$ cat src/rtl/regfile_write_arbiter_pkg.sv
`default_nettype none
// +----------------------------------------------------------------------------+
// | regfile_write_arbiter_pkg                                                  |
// | Register-file types shared by the writeback arbiter and its requesters.    |
// | Revision: 1.0                                                              |
// +----------------------------------------------------------------------------+
package regfile_write_arbiter_pkg;

    typedef logic [31:0] t_reg;
    typedef logic [3:0]  t_reg_index;

    typedef enum logic [1:0] {
        IT_BOTTOM   = 2'd0,
        IT_TOP      = 2'd1,
        IT_UNSIGNED = 2'd2,
        IT_SIGNED   = 2'd3
    } t_immediate_type;

    typedef enum logic [1:0] {
        WB_NONE = 2'd0,
        WB_LOAD = 2'd1,
        WB_ALU  = 2'd2,
        WB_IMM  = 2'd3
    } t_wb_source;

    function automatic logic [15:0] index_onehot(input t_reg_index idx);
        index_onehot = 16'h0001 << idx;
    endfunction

endpackage
`default_nettype wire

$ cat src/rtl/regfile_write_arbiter_if.sv
`default_nettype none
// +----------------------------------------------------------------------------+
// | regfile_write_arbiter_if                                                   |
// | Writeback request handshakes and register-file write port bundle.          |
// | Revision: 1.0                                                              |
// +----------------------------------------------------------------------------+
interface regfile_write_arbiter_if;
    import regfile_write_arbiter_pkg::*;

    logic            load_valid;
    logic            load_ready;
    t_reg_index      load_index;
    t_reg            load_data;

    logic            alu_valid;
    logic            alu_ready;
    t_reg_index      alu_index;
    t_reg            alu_data;

    logic            imm_valid;
    logic            imm_ready;
    t_reg_index      imm_index;
    logic [15:0]     imm_data;
    t_immediate_type imm_type;

    logic            write;
    logic            write_immediate;
    t_reg_index      write_index;
    t_reg            write_data;
    logic [15:0]     write_immediate_data;
    t_immediate_type write_immediate_type;
    t_wb_source      grant_source;
    logic [15:0]     pending_mask;

    // Requesters and the register-file side.
    modport master (
        output load_valid, load_index, load_data,
        output alu_valid, alu_index, alu_data,
        output imm_valid, imm_index, imm_data, imm_type,
        input  load_ready, alu_ready, imm_ready,
        input  write, write_immediate, write_index, write_data,
        input  write_immediate_data, write_immediate_type, grant_source, pending_mask
    );

    // The arbiter.
    modport slave (
        input  load_valid, load_index, load_data,
        input  alu_valid, alu_index, alu_data,
        input  imm_valid, imm_index, imm_data, imm_type,
        output load_ready, alu_ready, imm_ready,
        output write, write_immediate, write_index, write_data,
        output write_immediate_data, write_immediate_type, grant_source, pending_mask
    );

endinterface
`default_nettype wire

$ cat src/rtl/regfile_write_arbiter_select.sv
`default_nettype none
// +----------------------------------------------------------------------------+
// | wb_priority_select                                                         |
// | One-hot writeback winner: promoted IMM > promoted ALU > LOAD > ALU > IMM.  |
// | Revision: 1.0                                                              |
// +----------------------------------------------------------------------------+
module wb_priority_select
    import regfile_write_arbiter_pkg::*;
(
    input  wire logic       load_valid,
    input  wire logic       alu_valid,
    input  wire logic       imm_valid,
    input  wire logic       alu_promote,
    input  wire logic       imm_promote,
    output      logic [2:0] grant,      // [0]=LOAD [1]=ALU [2]=IMM
    output      t_wb_source source
);

    always_comb begin
        grant  = 3'b000;
        source = WB_NONE;
        if (imm_promote && imm_valid) begin
            grant  = 3'b100;
            source = WB_IMM;
        end else if (alu_promote && alu_valid) begin
            grant  = 3'b010;
            source = WB_ALU;
        end else if (load_valid) begin
            grant  = 3'b001;
            source = WB_LOAD;
        end else if (alu_valid) begin
            grant  = 3'b010;
            source = WB_ALU;
        end else if (imm_valid) begin
            grant  = 3'b100;
            source = WB_IMM;
        end
    end

endmodule
`default_nettype wire

$ cat src/rtl/regfile_write_arbiter.sv
`default_nettype none
// +----------------------------------------------------------------------------+
// | regfile_write_arbiter                                                      |
// | Shares the register-file write port among LOAD, ALU and IMM writebacks.    |
// | Optional anti-starvation promotion: define REGFILE_ARB_STARVE_EN.          |
// | Revision: 1.0                                                              |
// +----------------------------------------------------------------------------+
module regfile_write_arbiter
    import regfile_write_arbiter_pkg::*;
#(
    parameter int STARVE_LIMIT = 4
) (
    input wire logic               clock,
    input wire logic               reset,
    regfile_write_arbiter_if.slave wb
);

    generate
        if (STARVE_LIMIT < 1 || STARVE_LIMIT > 15) begin : g_limit_range_check
            $error("STARVE_LIMIT must be within 1..15");
        end
    endgenerate

    logic [2:0]      w_grant;
    t_wb_source      w_source;
    logic            w_alu_promote;
    logic            w_imm_promote;
    logic            w_xfer;

    logic            r_write;
    logic            r_write_imm;
    t_reg_index      r_index;
    t_reg            r_data;
    logic [15:0]     r_imm_data;
    t_immediate_type r_imm_type;
    t_wb_source      r_source;

    wb_priority_select u_select (
        .load_valid  (wb.load_valid),
        .alu_valid   (wb.alu_valid),
        .imm_valid   (wb.imm_valid),
        .alu_promote (w_alu_promote),
        .imm_promote (w_imm_promote),
        .grant       (w_grant),
        .source      (w_source)
    );

    // Readies are held low during reset so nothing is accepted on that edge.
    assign wb.load_ready = w_grant[0] & ~reset;
    assign wb.alu_ready  = w_grant[1] & ~reset;
    assign wb.imm_ready  = w_grant[2] & ~reset;
    assign w_xfer        = (|w_grant) & ~reset;

`ifdef REGFILE_ARB_STARVE_EN
    localparam logic [3:0] c_starve_limit = 4'(STARVE_LIMIT);

    logic [3:0] r_alu_wait;
    logic [3:0] r_imm_wait;

    always_ff @(posedge clock) begin
        if (reset) begin
            r_alu_wait <= 4'd0;
            r_imm_wait <= 4'd0;
        end else begin
            if (!wb.alu_valid || wb.alu_ready) begin
                r_alu_wait <= 4'd0;
            end else if (r_alu_wait != c_starve_limit) begin
                r_alu_wait <= r_alu_wait + 4'd1;
            end
            if (!wb.imm_valid || wb.imm_ready) begin
                r_imm_wait <= 4'd0;
            end else if (r_imm_wait != c_starve_limit) begin
                r_imm_wait <= r_imm_wait + 4'd1;
            end
        end
    end

    assign w_alu_promote = (r_alu_wait == c_starve_limit);
    assign w_imm_promote = (r_imm_wait == c_starve_limit);
`else
    assign w_alu_promote = 1'b0;
    assign w_imm_promote = 1'b0;
`endif

    always_ff @(posedge clock) begin
        if (reset) begin
            r_write     <= 1'b0;
            r_write_imm <= 1'b0;
            r_index     <= '0;
            r_data      <= '0;
            r_imm_data  <= 16'h0000;
            r_imm_type  <= IT_BOTTOM;
            r_source    <= WB_NONE;
        end else begin
            r_write     <= 1'b0;
            r_write_imm <= 1'b0;
            r_source    <= WB_NONE;
            if (w_xfer) begin
                r_source <= w_source;
                unique case (w_source)
                    WB_LOAD: begin
                        r_write <= 1'b1;
                        r_index <= wb.load_index;
                        r_data  <= wb.load_data;
                    end
                    WB_ALU: begin
                        r_write <= 1'b1;
                        r_index <= wb.alu_index;
                        r_data  <= wb.alu_data;
                    end
                    WB_IMM: begin
                        r_write_imm <= 1'b1;
                        r_index     <= wb.imm_index;
                        r_imm_data  <= wb.imm_data;
                        r_imm_type  <= wb.imm_type;
                    end
                    default: ;
                endcase
            end
        end
    end

    assign wb.write                = r_write;
    assign wb.write_immediate      = r_write_imm;
    assign wb.write_index          = r_index;
    assign wb.write_data           = r_data;
    assign wb.write_immediate_data = r_imm_data;
    assign wb.write_immediate_type = r_imm_type;
    assign wb.grant_source         = r_source;

    // Hazard mask: every waiting request plus the write currently on the port.
    assign wb.pending_mask =
          (wb.load_valid ? index_onehot(wb.load_index) : 16'h0000)
        | (wb.alu_valid  ? index_onehot(wb.alu_index)  : 16'h0000)
        | (wb.imm_valid  ? index_onehot(wb.imm_index)  : 16'h0000)
        | ((r_write || r_write_imm) ? index_onehot(r_index) : 16'h0000);

endmodule
`default_nettype wire

$ cat src/flat_wrapper.sv
// flat-port wrapper written by rule: the top's interface ports become plain ports
module regfile_write_arbiter_flat import regfile_write_arbiter_pkg::*;
#(
    parameter int STARVE_LIMIT = 4
)
  (clock, reset, wb_load_valid, wb_load_index, wb_load_data, wb_alu_valid, wb_alu_index, wb_alu_data, wb_imm_valid, wb_imm_index, wb_imm_data, wb_imm_type, wb_load_ready, wb_alu_ready, wb_imm_ready, wb_write, wb_write_immediate, wb_write_index, wb_write_data, wb_write_immediate_data, wb_write_immediate_type, wb_grant_source, wb_pending_mask);
  regfile_write_arbiter_if wb_i ();
  input wire logic clock;
  input wire logic reset;
  input wire logic [$bits(wb_i.load_valid)-1:0] wb_load_valid;
  input wire logic [$bits(wb_i.load_index)-1:0] wb_load_index;
  input wire logic [$bits(wb_i.load_data)-1:0] wb_load_data;
  input wire logic [$bits(wb_i.alu_valid)-1:0] wb_alu_valid;
  input wire logic [$bits(wb_i.alu_index)-1:0] wb_alu_index;
  input wire logic [$bits(wb_i.alu_data)-1:0] wb_alu_data;
  input wire logic [$bits(wb_i.imm_valid)-1:0] wb_imm_valid;
  input wire logic [$bits(wb_i.imm_index)-1:0] wb_imm_index;
  input wire logic [$bits(wb_i.imm_data)-1:0] wb_imm_data;
  input wire logic [$bits(wb_i.imm_type)-1:0] wb_imm_type;
  output wire logic [$bits(wb_i.load_ready)-1:0] wb_load_ready;
  output wire logic [$bits(wb_i.alu_ready)-1:0] wb_alu_ready;
  output wire logic [$bits(wb_i.imm_ready)-1:0] wb_imm_ready;
  output wire logic [$bits(wb_i.write)-1:0] wb_write;
  output wire logic [$bits(wb_i.write_immediate)-1:0] wb_write_immediate;
  output wire logic [$bits(wb_i.write_index)-1:0] wb_write_index;
  output wire logic [$bits(wb_i.write_data)-1:0] wb_write_data;
  output wire logic [$bits(wb_i.write_immediate_data)-1:0] wb_write_immediate_data;
  output wire logic [$bits(wb_i.write_immediate_type)-1:0] wb_write_immediate_type;
  output wire logic [$bits(wb_i.grant_source)-1:0] wb_grant_source;
  output wire logic [$bits(wb_i.pending_mask)-1:0] wb_pending_mask;
  assign wb_i.load_valid = wb_load_valid;
  assign wb_i.load_index = wb_load_index;
  assign wb_i.load_data = wb_load_data;
  assign wb_i.alu_valid = wb_alu_valid;
  assign wb_i.alu_index = wb_alu_index;
  assign wb_i.alu_data = wb_alu_data;
  assign wb_i.imm_valid = wb_imm_valid;
  assign wb_i.imm_index = wb_imm_index;
  assign wb_i.imm_data = wb_imm_data;
  assign wb_i.imm_type = wb_imm_type;
  assign wb_load_ready = wb_i.load_ready;
  assign wb_alu_ready = wb_i.alu_ready;
  assign wb_imm_ready = wb_i.imm_ready;
  assign wb_write = wb_i.write;
  assign wb_write_immediate = wb_i.write_immediate;
  assign wb_write_index = wb_i.write_index;
  assign wb_write_data = wb_i.write_data;
  assign wb_write_immediate_data = wb_i.write_immediate_data;
  assign wb_write_immediate_type = wb_i.write_immediate_type;
  assign wb_grant_source = wb_i.grant_source;
  assign wb_pending_mask = wb_i.pending_mask;
  regfile_write_arbiter #(.STARVE_LIMIT(STARVE_LIMIT)) u_core (.clock(clock), .reset(reset), .wb(wb_i));
endmodule
$ cat config.mk
export PLATFORM = sky130hd
export DESIGN_NAME = regfile_write_arbiter_flat
export DESIGN_NICKNAME = d
export VERILOG_FILES = /design/src/rtl/regfile_write_arbiter_pkg.sv /design/src/rtl/regfile_write_arbiter_if.sv /design/src/rtl/regfile_write_arbiter_select.sv /design/src/rtl/regfile_write_arbiter.sv /design/src/flat_wrapper.sv
export SDC_FILE = /design/constraint.sdc
export NUM_CORES = 1
export LEC_CHECK = 0
export BUFFER_PORTS_ARGS = -buffer_cell sky130_fd_sc_hd__clkbuf_2
export CAP_MARGIN = 20
export CORE_ASPECT_RATIO = 1.25
export CORE_UTILIZATION = 30
export DETAILED_ROUTE_END_ITERATION = 6
export PLACE_DENSITY = 0.66
export SLEW_MARGIN = 20
export SYNTH_ARGS = -nofsm -noshare
export SYNTH_HDL_FRONTEND = slang
export SYNTH_HIERARCHICAL = 1
export SYNTH_SLANG_ARGS = --single-unit
$ cat constraint.sdc
create_clock -name clock -period 5.1 [get_ports clock]
set_input_delay 0.51 -clock clock [delete_from_list [all_inputs] [get_ports clock]]
set_output_delay 0.51 -clock clock [all_outputs]
set_load 0.02 [all_outputs]
* After elaboration in Yosys (flattened, before gate mapping)
Cells that the tools add are included.
Storage, ports and cells: flip-flop bits (word level) 58
Operators by class: equality and inequality tests 3, reduce and logical (&&, ||, !) cells 9, shifts and indexed selects 4, mux-type cells 14, bitwise operators 9
Operators with widths (number):
- $mux 16 | 4
- $pmux 32 s2 | 1
- $shl 1x4->16 const A | 4
- $or 16x16->16 | 3
- $pmux 4 s3 | 1
- $mux 3 | 3
- $mux 2 | 3
- $reduce_and 2->1 | 3
- $and 1x1->1 | 4
- $eq 2x2->1 const B | 2
- $reduce_or 2->1 | 2
- $reduce_bool 3->1 | 1
- $reduce_or 3->1 | 1
- $eq 2x1->1 const B | 1
- $mux 1 | 2
- $not 1->1 | 2
- $reduce_bool 2->1 | 1
- $logic_or 1x1->1 | 1

* Logic depth before layout (Yosys ltp)
Gate-level depths: netlist of the first run.
depth after elaboration 7, gate-level depth with buffers 10, depth with buffers taken out 7

* Modules after synthesis
Netlist of the first run, hierarchy kept.
Modules (own cells, without submodules):
- regfile_write_arbiter | sequential area each 1161.1 µm², cells an instance 379, instances 1, area each 3264.4 µm²
- wb_priority_select | sequential area each 0.0 µm², cells an instance 11, instances 1, area each 66.3 µm²

* Worst setup path after synthesis of the first run
No wires, ideal clock.
path kind register to output, from reg u_core.r_index[2] (netlist: u_core/wb.write_index[2]), to out wb_pending_mask[0], data required time 4.590 ns, stages on the path, launching flop included 4, arrival 1.514 ns, setup slack 3.076 ns, buffers on the path 0, cell sequence dfxtp_1 o21ba_2 and3b_1 or4_1
Between the ends: cells in the longest elaborated chain, start to end 3
Ends and longest elaborated chain:
- start: declaration | line regfile_write_arbiter.sv:32 | t_reg_index r_index;
- start signal: assignment | line regfile_write_arbiter.sv:103 | r_index <= wb.load_index;
- start signal: assignment | line regfile_write_arbiter.sv:108 | r_index <= wb.alu_index;
- start signal: assignment | line regfile_write_arbiter.sv:113 | r_index <= wb.imm_index;
- $shl 1x4->16 | line regfile_write_arbiter_pkg.sv:27 | index_onehot = 16'h0001 << idx;
- $mux 16 | line regfile_write_arbiter.sv:136 | | ((r_write || r_write_imm) ? index_onehot(r_index) : 16'h0000);
- $or 16x16->16 | line regfile_write_arbiter.sv:136
- end: declaration | line flat_wrapper.sv:30 | output wire logic [$bits(wb_i.pending_mask)-1:0] wb_pending_mask;
Every way passes these cells.

* Worst setup path in the final report of the first run
from reg u_core.r_index[1] (netlist: u_core/wb.write_index[1]), to out wb_pending_mask[0]
The elaborated chain is that of the path after synthesis.

==> results.md, run 1 <==
* Status: finished clean
* Nets at roughly 650
* YS warnings at 6
* Peak Freq at 413 MHz
* Path depth of the worst reg2reg path at 2
* Yosys reg bits at a little under 60
* Num rows at 42
* Fraction of power consumed by sequential logic at 0.372
* Area Overhead vs Synth at 34.9%
* R2r setup slk at 4.08 ns
* Crit. End Element: output port
* Hold Path Class: input pin to flop
* Iteration-0 DRC Markers at 167
* Critical path endpoint: wb_pending_mask[0]
* Clock sink count at 58
* Post-DP HPWL at 7500 µm
* Worst-path clk slew at about 0.05 ns
* Fraction of layout cells with a size suffix above 1 at 0.395
* Reg-to-reg endpoint: u_core/wb.write_index[3]
* Synthesized cell area at approximately 3300 µm²
* Area contributors post-synth: dfxtp_1 (35%), mux2i_1 (9.6%), a211oi_1 (5.9%), a21oi_1 (5.4%), nand3_1 (4.8%)
* Fill cell count at about 1,100
* Port bufs at between 150 and 200
* First-pass GRT wire length at 16,100 µm
* Synth cell types at 44
* Clk root buf: clkbuf_16
* Full die area at 11,500 µm²
* Final Hold Slack at 0.410 ns
* Final period util at 0.475
* GPL Wtd Cong at 0.920
* Initial antenna violation count at 0
* Top-area cell type share of the netlist area at 0.349
* I/O Pins at 176
* Core Region at 10,700 µm²
* Slew margin rel. at 0.277
* Internal power at 964 µW
* Min Tclk post-route at approximately 2.4 ns
* Detailed Route WL at between 10,000 and 15,000 µm
* Initial Utilization at 0.311
* Chip height at around 120 µm
* Final ANT Viol Nets at 0
* Vias in the first global route at 3,528
* CP required at ~4.6 ns
* Switch share at 0.323
* Slew @ Worst Pin at 1.08 ns
* Overflow after GRT at 0
* Sequential Area at around 1200 µm²
* P_sw at roughly 460 µW
* Launch point of the worst reg-to-reg path: u_core/wb.write_index[3]
* Critical path origin: u_core/wb.write_index[1]
* Cell Pwr Density at 317 nW/µm²
* Hold depth at 3
* Sequential area share after synthesis at 0.349
* CTS Buffer Depth at 2
* Final Hold Vio Count at 0
* Final setup margin at between 2 and 3 ns
* Setup Buffers After CTS at 0
* Post-DP Area at 4230 µm²
* Total track usage at 0.178
* TritonCTS clock tree: done
* Avg Inst Size Synth at 8.54 µm²
* Largest net degree at the start of global routing at 62
* Vias per cell at 5.39
* Crit path max fanout at 8
* First-pass iteration count of the detailed router at 5
* Max-slew violations at 0
* Area leader, netlist: dfxtp_1
* Clock latency on the worst-skew pair at 0.31 ns
* CP startpoint kind: flop
* Comb pwr share at 0.263
* DRC viols at 0
* Maximum VDD drop at 154 µV
* Pre-CTS setup slack at 2.46 ns
* Final clock skew at 0 ns
* LEAKAGE at between 2 and 2.5 nW
* Chip width at 96.2 µm
* RSZ-0062 raised after global routing: false
* CTS Hold Bufs at 0
* Vias post-DR at 3,695
* Setup violations, final at 0
* Arrival time worst endpoint at roughly 1.9 ns
* WL/cell at around 15 µm
* Resized Gates After CTS at 0
* Total negative slack at 0 ns
* Multi-input gate area at between 1500 and 2000 µm²
* Design area at approximately 4500 µm²
* N_diodes at 0
* Tot Pwr at roughly 1.4 mW
* Cells after Synth at 390
* Clock Power Share at 0.365
* CP Class: flop to output port
* CTS buffer count at 9
* Min-delay src: wb_imm_data[2]
* Number of max-cap violations at 0
* H-tree depth at 3
routing by layer:
| layer | vias up | global-route usage | wire length [µm] |
|---|---|---|---|
| li1 | 1756 | - | - |
| met1 | 1725 | 0.189 | 4160 |
| met2 | 190 | 0.314 | 5170 |
| met3 | 24 | 0.0513 | 755 |
| met4 | 0 | 0.0868 | 238 |
| met5 | - | 0 | 0 |
final cells by class:
class	instances	share of cell area
multi-input combinational	298	0.442
sequential	58	0.258
timing repair buffer	179	0.202
clock buffer	10	0.0510
tap	132	0.0368
clock inverter	6	0.00752
inverter	3	0.00251
power by group through the flow:
stage | registers, mW | clock network, mW | logic (mW)
floorplan | 0.582 | 0 | 0.201
global placement | 0.539 | 0 | 0.364
detailed placement | 0.539 | 0 | 0.372
CTS | 0.530 | 0.543 | 0.373
global route | 0.535 | 0.560 | 0.406
finish | 0.530 | 0.520 | 0.374
cell families (layout without fill, tap and decap cells):
group                      count (synthesis)  count (layout)  share of synthesized area
adders and majority gates                  3               3                     0.0113
AOI/OAI and AO/OA                        121             121                      0.254
and+or+nand+nor                          137             137                      0.228
other                                      1               5                    0.00113
muxes                                     32              32                     0.0962
buffers and inverters                     38             198                     0.0609
DFF                                       58              58                      0.349
through the flow:
step | cells | utilization
finish | 686 | 0.419
global route | 686 | 0.419
CTS | 686 | 0.419
detailed placement | 670 | 0.395
global placement | 670 | 0.395
floorplan | 394 | -
cell usage in the layout, fill, tap and decap left out, types with 5 or more instances in the layout:
cell | synthesis | routed
a211o_1 | 5 | 5
a211oi_1 | 26 | 26
a211oi_2 | 6 | 6
a21oi_1 | 36 | 36
a22oi_1 | 12 | 12
and3_1 | 5 | 5
clkbuf_16 | 0 | 9
clkbuf_2 | 0 | 175
clkinv_2 | 0 | 5
conb_1 | 1 | 5
dfxtp_1 | 58 | 58
mux2i_1 | 32 | 32
nand2_1 | 16 | 16
nand2b_1 | 25 | 25
nand3_1 | 32 | 32
nor2_1 | 16 | 16
nor2b_1 | 13 | 12
nor3_1 | 9 | 9
o21ai_0 | 10 | 10
o21ai_2 | 9 | 9
o22ai_1 | 6 | 6
Yosys cell counts, drive strengths merged:
| cell | instances |
|---|---|
| dfxtp | 58 |
| o21ba | 1 |
| nand3 | 32 |
| and3 | 5 |
| ha | 3 |
| nand3b | 3 |
| o32ai | 1 |
| o21a | 1 |
| buf | 15 |
| o211a | 1 |
| and2 | 2 |
| nand2b | 26 |
| o22ai | 6 |
| conb | 1 |
| clkbuf | 20 |
| a32oi | 1 |
| or3b | 3 |
| a22oi | 12 |
| or3 | 3 |
| nor3 | 9 |
| nand2 | 16 |
| inv | 3 |
| a211o | 5 |
| o21ai | 19 |
| nor2 | 16 |
| or2 | 1 |
| o211ai | 1 |
| a211oi | 32 |
| nand4 | 2 |
| mux2i | 32 |
| a311oi | 4 |
| nor4 | 1 |
| or4 | 1 |
| nor2b | 13 |
| and3b | 4 |
| a21oi | 36 |
| a22o | 1 |
critical path, cell delays in order (launching register included):
cell      delay (ns)
dfxtp_1         0.52
nor2_1          0.17
and3b_1         0.21
or4_1           0.53
clkbuf_2        0.17
flip-flops by register name, indices dropped and copies added (netlist names):
name                            cells
u_core/wb.write_data               32
u_core/wb.write_immediate_data     16
u_core/wb.write_index               4
u_core/wb.grant_source              2
u_core/wb.write_immediate_type      2
u_core/wb.write                     1
u_core/wb.write_immediate           1
how the worst min path moves through the flow:
stage               slack (ns)                                 end
CTS                       0.40   u_core/wb.write_immediate_data[2]
floorplan                 0.55  u_core/wb.write_immediate_data[15]
detailed placement        0.47   u_core/wb.write_immediate_type[0]
global placement          0.46   u_core/wb.write_immediate_data[4]
global route              0.41   u_core/wb.write_immediate_data[0]
finish                    0.41   u_core/wb.write_immediate_data[2]
Note: power is estimated with default switching activity, not from simulation.
==> run 2, diff against run 1 <==
--- a/config.mk
+++ b/config.mk
@@ -5,12 +5,13 @@
 export SDC_FILE = /design/constraint.sdc
 export NUM_CORES = 1
 export LEC_CHECK = 0
+export ABC_AREA = 1
 export BUFFER_PORTS_ARGS = -buffer_cell sky130_fd_sc_hd__clkbuf_2
 export CAP_MARGIN = 20
 export CORE_ASPECT_RATIO = 1.25
 export CORE_UTILIZATION = 30
 export DETAILED_ROUTE_END_ITERATION = 6
-export PLACE_DENSITY = 0.66
+export PLACE_DENSITY = 0.67
 export SLEW_MARGIN = 20
 export SYNTH_ARGS = -nofsm -noshare
 export SYNTH_HDL_FRONTEND = slang
==> constraint.sdc (replaced) <==
create_clock -name clock -period 2.1 [get_ports clock]
set_input_delay 0.21 -clock clock [delete_from_list [all_inputs] [get_ports clock]]
set_output_delay 0.21 -clock clock [all_outputs]
set_load 0.02 [all_outputs]
==> run 2 against run 1 <==
Effect of this change:
- setup slack got worse by 2.4 ns
- wire length is 3.3% higher
- first-iteration DRC count is 3.0% lower
- total power grew to 2.6 times the previous value
- hold slack lost 0.31 ns
- synthesized cell count rose by 67%
- highest routed layer unchanged
==> results.md, run 2 <==
* RSZ-0062 raised after global routing: false
* Final ANT Viol Nets at 0
* LEAKAGE at about 2.9 nW
* Final Hold Slack at 0.104 ns
* CTS buffer count at 9
* WL/cell at 10.9 µm
* Pre-CTS setup slack at 0.333 ns
* Avg Inst Size Synth at about 5.7 µm²
* Final clock skew at 0 ns
* Yosys reg bits at 58
* GPL Wtd Cong at 0.898
* Worst-path clk slew at 0.05 ns
* Launch point of the worst reg-to-reg path: u_core/wb.write_index[0]
* Path depth of the worst reg2reg path at 4
* Largest net degree at the start of global routing at between 60 and 70
* TritonCTS clock tree: done
* Commonest cells in the netlist: nand2_1 (201), nor2_1 (135), inv_1 (113)
* Maximum VDD drop at 367 µV
* Cells after Synth at 652
* Most frequent cell after synthesis: nand2_1
* Area contributors post-synth: dfxtp_1 (31%), nand2_1 (20%), nor2_1 (14%), inv_1 (11%), nand4_1 (3.9%)
* Core Region at 11,800 µm²
* Clock sink count at 58
* Post-DP HPWL at between 8000 and 9000 µm
* Final Hold Vio Count at 0
* Arrival time worst endpoint at 1.61 ns
* Area leader, netlist: dfxtp_1
* YS warnings at 6
* Area Overhead vs Synth at 34.5%
* Synth async-reset ratio at 0
* Synth cell types at 23
* DRC viols at 0
* I/O Pins at around 180
* Total track usage at 0.165
* First-pass iteration count of the detailed router at 4
* Chip width at ~100 µm
* Top FF cell, synth: dfxtp_1
* N_diodes at 0
* Status: finished clean
* Vias per cell at 4.33
* Tot Pwr at 3.77 mW
* CP Class: flop to output port
* Clk root buf: clkbuf_16
* Top-area cell type share of the netlist area at 0.314
* Synthesized cell area at ~3700 µm²
* Iteration-0 DRC Markers at 162
* CTS Buffer Depth at 2
* Fraction of layout cells with a size suffix above 1 at 0.253
* Hold depth at 3
* Resized Gates After CTS at 0
* Utilization after layout at 0.422
* Crit. End Element: output port
* Setup Buffers After CTS at 0
* Overflow after GRT at 0
* H-tree depth at 3
* Setup violations, final at 0
* Reg-to-reg endpoint: u_core/wb.write_index[0]
* R2r setup slk at 1.24 ns
* Number of max-cap violations at 0
* Vias in the first global route at 3,653
* CP startpoint kind: flop
* Chip height at around 130 µm
* Number of synthesized flops with an enable pin at 0
* Cell Pwr Density at 759 nW/µm²
* Fill cell count at between 1,000 and 1,500
* Slew margin rel. at 0.615
* Initial Utilization at 0.314
* Slew @ Worst Pin at 0.575 ns
* Most frequent cells in the layout: nand2_1 (201), clkbuf_2 (175), nor2_1 (135), inv_1 (113), dfxtp_1 (58)
* Crit path max fanout at 8
* CP required at approximately 1.9 ns
* Hold path endpoint: u_core/wb.write_immediate_data[0]
* Hold Path Class: input pin to flop
* Full die area at 12,800 µm²
* Max reg flops at 32
* Vias post-DR at 4,244
* Sequential area share after synthesis at 0.314
* Clock latency on the worst-skew pair at 0.32 ns
* Peak Freq at 549 MHz
* Num rows at 44
* Port bufs at 175
* Detailed Route WL at between 10,000 and 15,000 µm
* Total negative slack at 0 ns
* Final period util at 0.868
* Final setup margin at between 0.2 and 0.3 ns
* First-pass GRT wire length at 16,600 µm
* Min-delay src: wb_imm_data[0]
* Nets at 916
* Commonest non-fill, non-tap cell in the layout: nand2_1
* CTS Hold Bufs at 0
* Initial antenna violation count at 0
* Max-slew violations at 0
* Min Tclk post-route at 1.82 ns
==> run 2: cell types whose count changed after synthesis, moves of 16 or more <==
cell,before,now
a21oi_1,36,1
a211oi_1,26,0
buf_2,6,23
inv_1,3,113
o21ai_0,10,26
nor2_1,16,135
nand2_1,16,201
nand2b_1,25,0
mux2i_1,32,0
nand4_1,2,23
clkbuf_1,20,2
==> run 2: worst max-delay path by stage <==
stage	start	endpoint	slack (ns)
6_report	u_core/wb.write_index[3]	wb_pending_mask[14]	0.28
5_1_grt	u_core/wb.write_immediate	wb_pending_mask[0]	0.19
4_1_cts	u_core/wb.write_index[3]	wb_pending_mask[10]	0.30
3_5_place_dp	wb_alu_valid	u_core/wb.write_data[15]	0.33
3_3_place_gp	wb_alu_valid	u_core/wb.write_data[17]	0.37
2_1_floorplan	wb_alu_valid	u_core/wb.write_index[1]	0.66
==> run 2: cells by family after synthesis <==
group | after synthesis | share of synthesized area
AND/OR/NAND/NOR | 408 | 0.455
buffers and inverters | 147 | 0.171
adder cells (fa/ha/maj) | 3 | 0.0102
other | 1 | 0.00101
AO/OA/AOI/OAI | 35 | 0.0484
flip-flops | 58 | 0.314
==> run 2: power by group <==
| group | switching (mW) | internal, mW |
|---|---|---|
| clock network | 0.490 | 1.06 |
| registers | 0.0575 | 1.21 |
| logic | 0.622 | 0.327 |
| total | 1.17 | 2.60 |
==> run 2: metrics by stage <==
step | cells | instance area [µm²]
finish | 980 | 4970
global route | 980 | 4970
CTS | 980 | 4970
detailed placement | 964 | 4650
global placement | 964 | 4650
floorplan | 655 | 3710
==> run 2: cell type report <==
type	count	area, µm²	area share
Multi-Input combinational cell	450	1910	0.385
Sequential cell	58	1160	0.234
Timing Repair Buffer	181	946	0.190
Inverter	114	428	0.0861
Clock buffer	11	243	0.0488
Tap cell	161	201	0.0405
Clock inverter	5	77.6	0.0156
==> run 2: layer usage <==
layer | up-vias | part of all wire | GRT usage
li1 | 2278 | - | -
met1 | 1785 | 0.42 | 0.182
met2 | 160 | 0.48 | 0.292
met3 | 21 | 0.075 | 0.0422
met4 | 0 | 0.030 | 0.0759
met5 | - | 0 | 0
==> run 2: worst max-delay path, cell delays in order, from the launching register on <==
cell      delay, ns
dfxtp_1        0.35
inv_1          0.06
nor2_1         0.45
nand2_1        0.12
nand4_1        0.12
clkbuf_2       0.18
==> run 3, diff against run 2 <==
--- a/config.mk
+++ b/config.mk
@@ -11,7 +11,6 @@
 export CORE_ASPECT_RATIO = 1.25
 export CORE_UTILIZATION = 30
 export DETAILED_ROUTE_END_ITERATION = 6
-export PLACE_DENSITY = 0.67
 export SLEW_MARGIN = 20
 export SYNTH_ARGS = -nofsm -noshare
 export SYNTH_HDL_FRONTEND = slang
==> run 3 against run 2 <==
Effect of this change:
- sequential power hardly changed
- fmax is 0.93% lower
- final cell count stayed put
- highest routed layer unchanged
- critical endpoint is now wb_pending_mask[10]
- largest cell class unchanged
- die area stayed put
- combinational power is 0.4% higher
- clock skew stayed put
- wire length is 2.7% higher
==> results.md, run 3 (synthesis gave the netlist of run 2 again) <==
* Utilization after layout at 0.423
* Max reg flops at 32
* CP Class: flop to output port
* Worst-path clk slew at 0.05 ns
* Full die area at 12,800 µm²
* Nets at 916
* First-pass iteration count of the detailed router at 4
* N_diodes at 0
* Area Overhead vs Synth at 34.8%
* Fraction of layout cells with a size suffix above 1 at 0.253
* First-pass GRT wire length at 17,500 µm
* I/O Pins at 176
* Tot Pwr at 3.82 mW
* Slew margin rel. at 0.653
* DRC viols at 0
* Sequential Area at 1160 µm²
* Multi-input gate area at 1910 µm²
* Max-slew violations at 0
* CTS Buffer Depth at 2
* Overflow after GRT at 0
* Commonest non-fill, non-tap cell in the layout: nand2_1
* Final period util at 0.876
* CTS Hold Bufs at 0
* CP max-delay cell: nor2_1
* Post-DP Area at 4650 µm²
* TritonCTS clock tree: done
* Maximum VDD drop at 385 µV
* Min Tclk post-route at 1.84 ns
* CTS buffer count at 9
* Vias post-DR at 4,211
* Pre-CTS setup slack at 0.372 ns
* Hold Path Class: input pin to flop
* Slew @ Worst Pin at roughly 0.52 ns
* Detailed Route WL at ~11,000 µm
* R2r setup slk at 1.25 ns
* Crit. End Element: output port
* Cell Pwr Density at around 770 nW/µm²
* Max incr delay on CP at 0.42 ns
* LEAKAGE at 2.92 nW
* Final ANT Viol Nets at 0
* Most frequent cells in the layout: nand2_1 (201), clkbuf_2 (175), nor2_1 (135), inv_1 (113), dfxtp_1 (58)
* Final setup margin at 0.260 ns
* Chip width at 101 µm
* Clk root buf: clkbuf_16
* Status: finished clean
* CP required at 1.89 ns
* Dpl cells at approximately 960
* Crit path max fanout at 8
* Peak Freq at 543 MHz
* Total track usage at 0.175
* Number of max-cap violations at 0
* Path depth of the worst reg2reg path at 4
* Clock latency on the worst-skew pair at 0.33 ns
* Final clock skew at 0 ns
* Port bufs at 175
* Fin cells at 980
* Total negative slack at 0 ns
* Clock sink count at 58
* Hold depth at 3
* Hold path endpoint: u_core/wb.write_immediate_type[0]
* Chip height at roughly 130 µm
* Vias per cell at about 4.3
* Design area at 4980 µm²
* RSZ-0062 raised after global routing: false
* Crit-path cells: inv_1 -> nor2_1 -> nand2_1 -> nand4_1 -> clkbuf_2
* Reg-to-reg endpoint: u_core/wb.write_index[0]
* WL/cell at 11.2 µm
* Final Hold Slack at 0.102 ns
* Post-DP HPWL at 8420 µm
* Setup Buffers After CTS at 0
* Launch point of the worst reg-to-reg path: u_core/wb.write_index[0]
* Initial Utilization at 0.314
* Resized Gates After CTS at 0
* Core Region at 11,800 µm²
* H-tree depth at 3
* CP startpoint kind: flop
* Final Hold Vio Count at 0
* Min-delay src: wb_imm_type[0]
* Arrival time worst endpoint at 1.63 ns
* Vias in the first global route at 3,865
* Setup violations, final at 0
* Num rows at 44
* Fill cell count at 1,350
* Initial antenna violation count at 0
* Iteration-0 DRC Markers at 136
* Largest net degree at the start of global routing at 65
* GPL Wtd Cong at 0.907
==> run 3: cell count changes in the layout (fill, tap and decap cells not counted) <==
| cell | delta |
|---|---|
| clkinvlp_4 | -1 |
| clkinv_4 | +1 |
| clkinv_2 | -1 |
| clkbuf_8 | +1 |
==> run 3: per-layer routing <==
layer	part of all wire	vias to the layer above	track usage
li1	-	2276	-
met3	0.082	32	0.0505
met5	0	-	0
met1	0.42	1736	0.192
met4	0.045	0	0.103
met2	0.45	167	0.296
==> run 3: worst max-delay path: cells and delay by family (launching register included) <==
family | cells | cell delay [ns]
buf+inv | 2 | 0.25
flops | 1 | 0.39
simple gates | 3 | 0.66
==> run 3: area by class of cell <==
class | instances | area share
Clock buffer | 12 | 0.0515
Clock inverter | 4 | 0.0148
Inverter | 114 | 0.0859
Multi-Input combinational cell | 450 | 0.384
Sequential cell | 58 | 0.233
Tap cell | 161 | 0.0404
Timing Repair Buffer | 181 | 0.190
==> run 3: power breakdown <==
part | switching [mW] | total [mW] | internal [mW]
logic | 0.625 | 0.953 | 0.328
registers | 0.0583 | 1.27 | 1.21
clock network | 0.496 | 1.60 | 1.10
total | 1.18 | 3.82 | 2.64
==> run 3: how the worst max path moves through the flow <==
stage,startpoint,endpoint,slack [ns],depth (start not counted)
2_1_floorplan,wb_alu_valid,u_core/wb.write_index[1],0.66,12
3_3_place_gp,wb_alu_valid,u_core/wb.write_data[21],0.38,10
3_5_place_dp,wb_alu_valid,u_core/wb.write_data[16],0.37,10
4_1_cts,u_core/wb.write_index[3],wb_pending_mask[10],0.25,5
5_1_grt,u_core/wb.write_index[3],wb_pending_mask[8],0.12,5
6_report,u_core/wb.write_index[3],wb_pending_mask[10],0.26,5
